File: src/rtl/fir_coef_loader.sv
// ============================================================================
// Module      : fir_coef_loader
// Description : Streams a CPU-written coefficient buffer into an FIR tap chain.
// Revision    : 1.0  initial release
// ============================================================================
`default_nettype none

module fir_coef_loader #(
  parameter int MAX_LEN   = 64,
  parameter int AW        = 6,
  parameter int CLEAR_LEN = 1
) (
  input  logic          clk,
  input  logic          reset,
  input  logic          i_wr_en,
  input  logic [AW-1:0] i_wr_addr,
  input  logic [24:0]   i_wr_data,
  input  logic          i_start,
  input  logic          i_clear,
  input  logic          i_abort,
  input  logic [31:0]   i_fir_len,
  output logic [24:0]   o_cfg_din,
  output logic          o_cfg_ce,
  output logic          o_cfg_clear,
  output logic          o_busy,
  output logic          o_done,
  output logic          o_err,
  output logic          o_wr_rej
);

  localparam int          CW        = (CLEAR_LEN > 1) ? $clog2(CLEAR_LEN) : 1;
  localparam logic [AW:0] c_max_len = (AW+1)'(MAX_LEN);
  localparam logic [AW:0] c_one     = (AW+1)'(1);
  localparam logic [CW-1:0] c_clr_last = CW'(CLEAR_LEN - 1);

  typedef enum logic [2:0] {
    S_IDLE  = 3'd0,
    S_PRIME = 3'd1,
    S_SHIFT = 3'd2,
    S_DONE  = 3'd3,
    S_CLR   = 3'd4
  } state_t;

  state_t          r_state;
  state_t          w_next;
  logic [24:0]     r_mem [MAX_LEN];
  logic [24:0]     r_rd_data;
  logic [AW-1:0]   r_rd_addr;
  logic [AW:0]     r_cnt;
  logic [CW-1:0]   r_clr_cnt;
  logic            r_err;
  logic            r_wr_rej;
  logic            w_len_ok;
  logic            w_go;
  logic            w_addr_ok;
  logic            w_wr_accept;
  logic            w_rd_en;
  logic            w_run;

  assign w_len_ok    = (i_fir_len != 32'd0) && (i_fir_len <= 32'(MAX_LEN));
  assign w_go        = (r_state == S_IDLE) && i_start && w_len_ok;
  assign w_addr_ok   = {1'b0, i_wr_addr} < c_max_len;
  assign w_wr_accept = i_wr_en && (r_state == S_IDLE) && w_addr_ok;
  assign w_run       = (r_state == S_PRIME) || (r_state == S_SHIFT);
  // The final SHIFT cycle skips the read so cfg_din keeps buffer[0] afterwards.
  assign w_rd_en     = (r_state == S_PRIME) || ((r_state == S_SHIFT) && (r_cnt != c_one));

  always_ff @(posedge clk or posedge reset) begin
    if (reset) r_state <= S_IDLE;
    else       r_state <= w_next;
  end

  always_comb begin
    w_next      = r_state;
    o_cfg_ce    = 1'b0;
    o_cfg_clear = 1'b0;
    o_busy      = 1'b1;
    o_done      = 1'b0;
    case (r_state)
      S_IDLE: begin
        o_busy = 1'b0;
        if (i_start) begin
          if (w_len_ok) w_next = S_PRIME;
        end else if (i_clear) begin
          w_next = S_CLR;
        end
      end
      S_PRIME: begin
        w_next = i_abort ? S_IDLE : S_SHIFT;
      end
      S_SHIFT: begin
        o_cfg_ce = 1'b1;
        if (i_abort)            w_next = S_IDLE;
        else if (r_cnt == c_one) w_next = S_DONE;
      end
      S_DONE: begin
        o_done = 1'b1;
        w_next = S_IDLE;
      end
      S_CLR: begin
        o_cfg_clear = 1'b1;
        if (r_clr_cnt == c_clr_last) w_next = S_IDLE;
      end
      default: w_next = S_IDLE;
    endcase
  end

  always_ff @(posedge clk) begin
    if (w_wr_accept) r_mem[i_wr_addr] <= i_wr_data;
  end

  always_ff @(posedge clk or posedge reset) begin
    if (reset) begin
      r_rd_data <= '0;
      r_rd_addr <= '0;
      r_cnt     <= '0;
      r_clr_cnt <= '0;
      r_err     <= 1'b0;
      r_wr_rej  <= 1'b0;
    end else begin
      if (w_go) begin
        r_cnt     <= i_fir_len[AW:0];
        r_rd_addr <= i_fir_len[AW-1:0] - 1'b1;
      end else begin
        if (r_state == S_SHIFT) r_cnt <= r_cnt - c_one;
        if (w_rd_en)            r_rd_addr <= r_rd_addr - 1'b1;
      end

      if (w_rd_en) r_rd_data <= r_mem[r_rd_addr];

      if (r_state == S_CLR) r_clr_cnt <= r_clr_cnt + CW'(1);
      else                  r_clr_cnt <= '0;

      if ((r_state == S_IDLE) && i_start) r_err <= !w_len_ok;
      else if (w_run && i_abort)          r_err <= 1'b1;

      r_wr_rej <= i_wr_en && !w_wr_accept;
    end
  end

  assign o_cfg_din = r_rd_data;
  assign o_err     = r_err;
  assign o_wr_rej  = r_wr_rej;

endmodule

`default_nettype wire

File: config.mk
export PLATFORM = sky130hd
export DESIGN_NAME = fir_coef_loader
export DESIGN_NICKNAME = d
export VERILOG_FILES = /design/src/rtl/fir_coef_loader.sv
export SDC_FILE = /design/constraint.sdc
export NUM_CORES = 1
export LEC_CHECK = 0
export ABC_AREA = 0
export ABC_CLOCK_PERIOD_IN_PS = 6300
export CAP_MARGIN = 20
export CORE_MARGIN = 2
export CORE_UTILIZATION = 55
export CTS_BUF_LIST = sky130_fd_sc_hd__clkbuf_4 sky130_fd_sc_hd__clkbuf_8
export CTS_CLUSTER_DIAMETER = 100
export DETAILED_ROUTE_END_ITERATION = 6
export PLACE_DENSITY = 0.71
export REMOVE_ABC_BUFFERS = 1
export SLEW_MARGIN = 20
export SYNTH_ARGS = -nofsm -noshare
export SYNTH_HDL_FRONTEND = slang
export SYNTH_SLANG_ARGS = --single-unit
File: constraint.sdc
create_clock -name clk -period 6.3 [get_ports clk]
set_input_delay 0.945 -clock clk [delete_from_list [all_inputs] [get_ports clk]]
set_output_delay 0.945 -clock clk [all_outputs]
set_load 0.05 [all_outputs]
== Yosys cells after proc, flatten, opt, wreduce, memory -nomap -nowiden ==
Memories as Yosys holds them, arrays and structs flattened. A register that Yosys moved wholly into a read port is not among the register bits.
Index checks and enable logic that the tools add are counted.

* Bits of input ports: 69
* Output and inout bits: 31
* Flip-flop bits (word level): 19
* Logic and storage cells: 60
* Memories kept: 1
* Bits in writable memories: 1,600

{| class="wikitable"
|+ Memory list
! name !! words !! bits a word !! read ports !! clocked after memory_dff !! wr ports !! line !! text
|-
| r_mem || 64 || 25 || 1 || 1 || 1 || 46 || <nowiki>logic [24:0] r_mem [MAX_LEN];</nowiki>
|}

* Reductions and logical operators: 17
* Equality and inequality tests: 10
* Add/subtract/negate cells: 4
* Mux-type cells: 21
* Order comparisons: 1

{| class="wikitable"
|+ Operators with widths
! cell !! number
|-
| $le 32x7->1 const B || 1
|-
| $reduce_bool 32->1 || 1
|-
| $mux 3 || 6
|-
| $mux 7 || 2
|-
| $mux 6 || 2
|-
| $pmux 3 s4 || 1
|-
| $sub 6x1->6 const B || 2
|-
| $mux 1 || 9
|-
| $eq 7x1->1 const B || 1
|-
| $logic_and 1x1->1 || 7
|-
| $ne 7x1->1 const B || 1
|-
| $sub 7x1->7 const B || 1
|-
| $eq 3x2->1 const B || 2
|-
| $ne 3x3->1 const B || 2
|-
| $reduce_bool 2->1 || 3
|-
| $reduce_and 4->1 || 1
|-
| $eq 3x1->1 const B || 1
|-
| $eq 3x3->1 const B || 1
|-
| $logic_not 3->1 || 1
|-
| $ne 3x2->1 const B || 1
|-
| $logic_not 1->1 || 2
|-
| $logic_or 1x1->1 || 2
|-
| $mux 2 || 1
|-
| $ne 2x2->1 const B || 1
|-
| $add 1x1->1 const B || 1
|}

== Longest topological paths before layout ==
Gate-level depths: netlist of run 1.

* Depth after elaboration: 5
* Mapped depth: 11
* Gate-level depth less buffers: 9

== Worst setup path after synthesis of run 1 ==
Ideal clock, no wire load.

* Path kind: input to register
* From: input i_fir_len[0]
* To: register r_rd_addr[4]
* Setup time: 0.125 ns
* Stages on the path: 9
* Path slack: 2.902 ns
* Path buffers: 1
* Data required time: 6.175 ns
* Arrival time: 3.273 ns
* Cells stage by stage: or4_4 o31a_1 nor4_4 buf_6 mux2i_1 ha_1 nor4b_1 xnor2_1 a21oi_1

* Longest elaborated chain between the ends: 4
* Elaborated cells on any way between the ends: 7
* Classes of those cells: 1 x add/sub; 1 x order compare; 1 x mux; 4 x reduce/logical

{| class="wikitable"
|+ Ends and longest elaborated chain
! what !! line !! text
|-
| from (decl) || 21 || <nowiki>input logic [31:0] i_fir_len,</nowiki>
|-
| $le 32x7->1 / $reduce_bool 32->1 (equally long branches) || 60 || <nowiki>assign w_len_ok = (i_fir_len != 32'd0) && (i_fir_len <= 32'(MAX_LEN));</nowiki>
|-
| $logic_and 1x1->1 || 60 ||
|-
| $logic_and 1x1->1 || 61 || <nowiki>assign w_go = (r_state == S_IDLE) && i_start && w_len_ok;</nowiki>
|-
| $mux 6 / $reduce_bool 2->1 (equally long branches) || n/a ||
|-
| to (signal assigned) || 123 || <nowiki>r_rd_addr <= i_fir_len[AW-1:0] - 1'b1;</nowiki>
|-
| to (signal assigned) || 126 || <nowiki>if (w_rd_en) r_rd_addr <= r_rd_addr - 1'b1;</nowiki>
|-
| to (decl) || 48 || <nowiki>logic [AW-1:0] r_rd_addr;</nowiki>
|}

Several ways; a longest one is shown, not always the timed one.
A chain may end at the register's enable or synchronous reset.

==> impl_results.md, run 1 <==
- Primary FF master, synth: edfxtp_1
- CTS resizes: 0
- Vias per cell: 6.33
- CP max stage cell: dfrtp_4
- Wire per inst: 29.3 um
- Most frequent cells in the layout: edfxtp_1, mux2i_1, clkbuf_8, mux4_2, o22ai_1
- Largest net degree at the start of global routing: 112
- Crit path max-delay family: compound AO/OA/AOI/OAI gates
- Die area: 118,000 um2
- Global-route wire length before repair: 217 mm
- CTS sink cnt: 1,644
- CTS tree: built
- DR iter-0 viols: 4,295
- Area of the core: 114,000 um2
- Initial Utilization: 0.554
- Worst clock skew: 0.0439 ns
- CTS Hold Buffers Added: 0
- Sequential fraction of the synthesis area: 0.776
- Layout Nets: 3,499
- Rel. slew slack: 0.227
- Vias in the first global route: 32,837
- Worst-skew pair later-pin latency: 0.91 ns
- Power density cells: 292 nW/um2
- Multi-input logic area: 13,500 um2
- Width of the die: 343 um
- Dominant cell type by area after synthesis: edfxtp_1
- Register area: 49,200 um2
- Setup ws final: approximately 2.1 ns
- Combinational share of power: 0.016
- Layout cells sized above 1: 0.268
- Rows: between 100 and 150
- Ys Warns: 0
- Gr usage total: 0.257
- HPWL after DPL: 79.8 mm
- CP peak stage delay: just over 1 ns
- Area contributors post-synth: edfxtp_1, mux4_2, mux2i_1
- Pint: approximately 17 mW
- Yosys reg bits: 1,644
- Clock network power share: 0.406
- Worst R2R Setup Slack: roughly 2.1 ns
- Minimum clock period: ~4.2 ns
- Overall routed net length: between 150 and 200 mm
- Hold WS: 0.443 ns
- CP bufs+invs: 1
- Post-CTS Setup Inserts: 0
- PortBufs: 99
- Crit path max fanout: 58
- DRT antenna net count: 0
- WP data arrival: 4.96 ns
- Final non-filler cell total: 5,138
- Number of flops mapped to enable cells by yosys: 1,600
- Status: finished, final reports clean
- Cells after synthesis: approximately 3,200
- Leak pwr: 22.0 nW
- Switching pwr: 4.14 mW
- Critical path required time: about 7.1 ns
- Critical path launch point type: register
- Filler cell count: 7,616
- Num ports: 100
- Root buffer cell: clkbuf_8
- Drc violations: 0
- Post-Syn Area per Cell: 20.1 um2
- Hold Violations, Final: 0
- Final setup viols: 0
- Overflow after GRT: 0
- Synth top area share: 0.758
- Critical-path cell list: or4b_1, buf_4, o22ai_1, or4_1, a211oi_1, o211ai_1
- Routed vias: 32,541
- FFs w/ async S/R, synth: 0.0268
- Crit share post-route: 0.667
- Slew of the pin with the lowest slew margin: 1.15 ns
- Max-cap violation count: 0
- Slew Viols, Final: 0
- Hold crit path type: register to register
- Distinct cells, synth: 55
- Placed cells: ~4,700
- DP Worst Slack: 1.97 ns
- Critical path class: register to register
- Reg power frac: 0.578
- Gp weighted congestion: 0.833
- Fmax: 238 MHz
- Post-synth design cell area: 63,400 um2
- Commonest non-fill, non-tap cell in the layout: edfxtp_1
- Initial antenna violation count: 4
- CTS Buf Count: 239
- RSZ-0062 raised after global routing: no
- Area Growth Syn to Fin: 12.5%
- Switch share: 0.199
- Reg clk slew, reported paths: approximately 0.07 ns
- Die height: between 300 and 400 um
- Max rail drop VDD: 0.226 mV
- TritonRoute pass-1 iters: 7
- Clk buf depth: 3
- Critical Path End Type: register
- H-tree depth: 4
-- layout make-up --
type,count,area share
Clock inverter,88,0.00907
Inverter,9,0.000474
Timing Repair Buffer,222,0.0261
Antenna cell,5,0.000175
Tap cell,1512,0.0265
Sequential cell,1644,0.689
Clock buffer,347,0.0585
Multi-Input combinational cell,1311,0.190
-- metal layers --
metal / vias to the layer above / share of wire / track usage
li1: 13707 / - / -
met1: 16798 / 0.40 / 0.367
met2: 1788 / 0.47 / 0.397
met3: 244 / 0.11 / 0.0586
met4: 4 / 0.028 / 0.0882
met5: - / 0.00020 / 0
-- registers in the layout, indices dropped and copies added, names as in the netlist --
register,count
o_cfg_din,25
o_err,1
o_wr_rej,1
r_clr_cnt,1
r_cnt,7
r_mem,1600
r_rd_addr,6
r_state,3
-- Yosys cell counts (51+ instances only) --
| cell type | n |
|---|---|
| a211oi_1 | 101 |
| a22oi_1 | 51 |
| buf_2 | 86 |
| clkbuf_1 | 68 |
| edfxtp_1 | 1600 |
| mux2_2 | 149 |
| mux2i_1 | 255 |
| mux4_2 | 200 |
| nand2_1 | 67 |
| nor2_1 | 84 |
| nor2b_1 | 55 |
| o22ai_1 | 150 |
-- logic make-up after synthesis --
kind of cell / Yosys count / share of synthesized area
buffers and inverters: 196 / 0.0141
XOR/XNOR: 10 / 0.00138
flip-flops: 1644 / 0.776
AO/OA/AOI/OAI: 403 / 0.0463
AND/OR/NAND/NOR: 291 / 0.0242
adder cells (fa/ha/maj): 3 / 0.000592
multiplexers: 604 / 0.138
-- per-stage QoR --
step,utilization,area [um2],TNS [ns],power (mW)
finish,0.624,71300,0,20.8
global route,0.624,71300,0,21.4
CTS,0.623,71300,0,21.0
detailed placement,0.581,66500,0,12.6
global placement,0.581,66400,0,12.6
floorplan,-,62500,-392.30,12.3
-- path summary, 6_finish.rpt --
| check | from | end | cells past startpoint |
|---|---|---|---|
| setup / recovery | r_rd_addr[4] | o_cfg_din[14] | 6 |
| hold / removal | r_clr_cnt | r_clr_cnt | 1 |
| setup reg to reg | r_rd_addr[4] | o_cfg_din[14] | 6 |
| hold reg to reg | r_clr_cnt | r_clr_cnt | 1 |
| max in group asynchronous | reset | r_rd_addr[1] | 3 |
| min in group asynchronous | reset | o_cfg_din[5] | 3 |
-- power by group through the flow --
stage               clock network [mW]  registers [mW]  logic (mW)
detailed placement                   0            12.3       0.322
CTS                               8.58            12.0       0.322
finish                            8.46            12.0       0.326
global placement                     0            12.3       0.300
floorplan                            0            12.3      0.0520
global route                      9.06            12.0       0.347
(Power assumes the default switching activity.)
==> run 2: changes to the inputs <==
- ABC_CLOCK_PERIOD_IN_PS: 6300 -> 3700
- PLACE_DENSITY: 0.71 -> 0.74
- clock period: 6.3 -> 3.7 ns (I/O delays scaled with it)
==> run 2 against run 1 <==
Non-clock buffer count increased by 85. Highest routed layer unchanged. Maximum frequency is 22% higher. The flow now finishes with violations (DRC). Utilization up 0.36 points. Power up 67%. Sequential power increased by 71%. First-iteration DRC count decreased by 4.0%.
==> impl_results.md, run 2 (synthesis results as in run 1) <==
- DRT antenna net count: 0
- Max-cap violation count: 0
- Initial antenna violation count: 5
- Rel. slew slack: 0.184
- Rows: 124
- CTS sink cnt: between 1,500 and 2,000
- Post-DP Area: 67,100 um2
- Largest register FFs: roughly 1,600
- Slew Viols, Final: 0
- TritonRoute pass-1 iters: 7
- Violated checks: DRC
- Drc violations: 1
- Initial Utilization: 0.554
- Layout cells sized above 1: 0.278
- Die height: 343 um
- Vias in the first global route: between 30,000 and 40,000
- Design Area, Final: slightly above 70,000 um2
- Commonest non-fill, non-tap cell in the layout: edfxtp_1
- DR iter-0 viols: between 4,000 and 5,000
- Power density cells: 485 nW/um2
- Status: complete, but fails checks
- Overall routed net length: ~150 mm
- H-tree depth: 4
- Critical path launch point type: register
- Crit path max fanout: 16
- Layout Nets: 3,582
- Slew of the pin with the lowest slew margin: 1.22 ns
- Minimum clock period: 3.44 ns
- Top reg by flops: r_mem
- Area of the core: about 110,000 um2
- Critical path class: register to register
- Worst-skew pair later-pin latency: 0.89 ns
- Root buffer cell: clkbuf_8
- Clk buf depth: 3
- Hold crit path type: input pin to register
- Fmax: 291 MHz
- Overflow after GRT: 0
- Final non-filler cell total: 5,208
- Critical path required time: 4.49 ns
- Gr usage total: 0.254
- Final setup viols: 0
- Hold Violations, Final: 0
- Global-route wire length before repair: 218 mm
- Gp weighted congestion: just under 0.9
- HPWL after DPL: approximately 90 mm
- Crit share post-route: 0.930
- CTS resizes: 0
- Setup TNS: 0 ns
- Critical Path End Type: register
- Leak pwr: between 20 and 25 nW
- Width of the die: around 340 um
- Worst clock skew: about 0.052 ns
- Die area: 118,000 um2
- Area Growth Syn to Fin: 13.2%
- Wire per inst: 28.7 um
- Vias per cell: 6.33
- Num ports: 100
- RSZ-0062 raised after global routing: no
- WP data arrival: 4.23 ns
- Layout Utilization: 0.627
- Hold WS: 0.159 ns
- Reg clk slew, reported paths: 0.06 ns
- CTS tree: built
- Filler cell count: 7,523
- CTS Hold Buffers Added: 0
- Max rail drop VDD: 0.397 mV
- Placed cells: ~4,800
- Most frequent cells in the layout: edfxtp_1, mux2i_1, clkbuf_8, mux4_2, buf_4
- CTS Buf Count: 237
- PortBufs: 99
- Routed vias: approximately 33,000
- Post-CTS Setup Inserts: 0
- Largest net degree at the start of global routing: 70
## run 2: worst paths after layout
kind	cells past startpoint	startpoint	slack (ns)	to
worst max-delay path	5	r_rd_addr[5]	0.26	o_cfg_din[4]
worst min-delay path	1	i_wr_data[17]	0.16	r_mem[24][17]
worst max register to register	5	r_rd_addr[5]	0.26	o_cfg_din[4]
worst min register to register	1	r_clr_cnt	0.46	r_clr_cnt
max in group asynchronous	3	reset	2.77	o_cfg_din[21]
min in group asynchronous	2	reset	0.19	r_cnt[1]
## run 2: metal layers
layer,GRT usage,vias to the layer above,part of all wire
met3,0.0558,232,0.10
met5,0,-,0.00026
li1,-,13853,-
met2,0.389,1795,0.47
met4,0.0904,6,0.032
met1,0.366,17097,0.40
## run 2: layout make-up
| type | instances | area, um2 | area share |
|---|---|---|---|
| Clock buffer | 328 | 4030 | 0.0562 |
| Clock inverter | 95 | 514 | 0.00717 |
| Timing Repair Buffer | 307 | 2560 | 0.0356 |
| Tap cell | 1512 | 1890 | 0.0264 |
| Inverter | 9 | 33.8 | 0.000471 |
| Antenna cell | 2 | 5.00 | 0.0000698 |
| Sequential cell | 1644 | 49200 | 0.685 |
| Multi-Input combinational cell | 1311 | 13500 | 0.189 |
## run 2: power breakdown
group	total (mW)	switching (mW)	internal, mW
clock network	13.7	6.46	7.25
logic	0.571	0.460	0.110
registers	20.5	0.0152	20.5
total	34.8	6.94	27.9
## run 2: per-stage QoR
stage / power, mW / worst slack [ns]
3_5_place_dp: 21.5 / 0.300
3_3_place_gp: 21.4 / 0.217
6_report: 34.8 / 0.260
5_1_grt: 35.8 / 0.127
2_1_floorplan: 21.0 / -15.91
4_1_cts: 35.0 / 0.241
## run 2: worst max-delay path: stages (launching register included)
cell and delay [ns]:
dfrtp_1 0.83, nand2b_1 0.67, buf_4 0.37, a2111oi_0 0.98
a211oi_1 0.23, o211ai_1 0.25
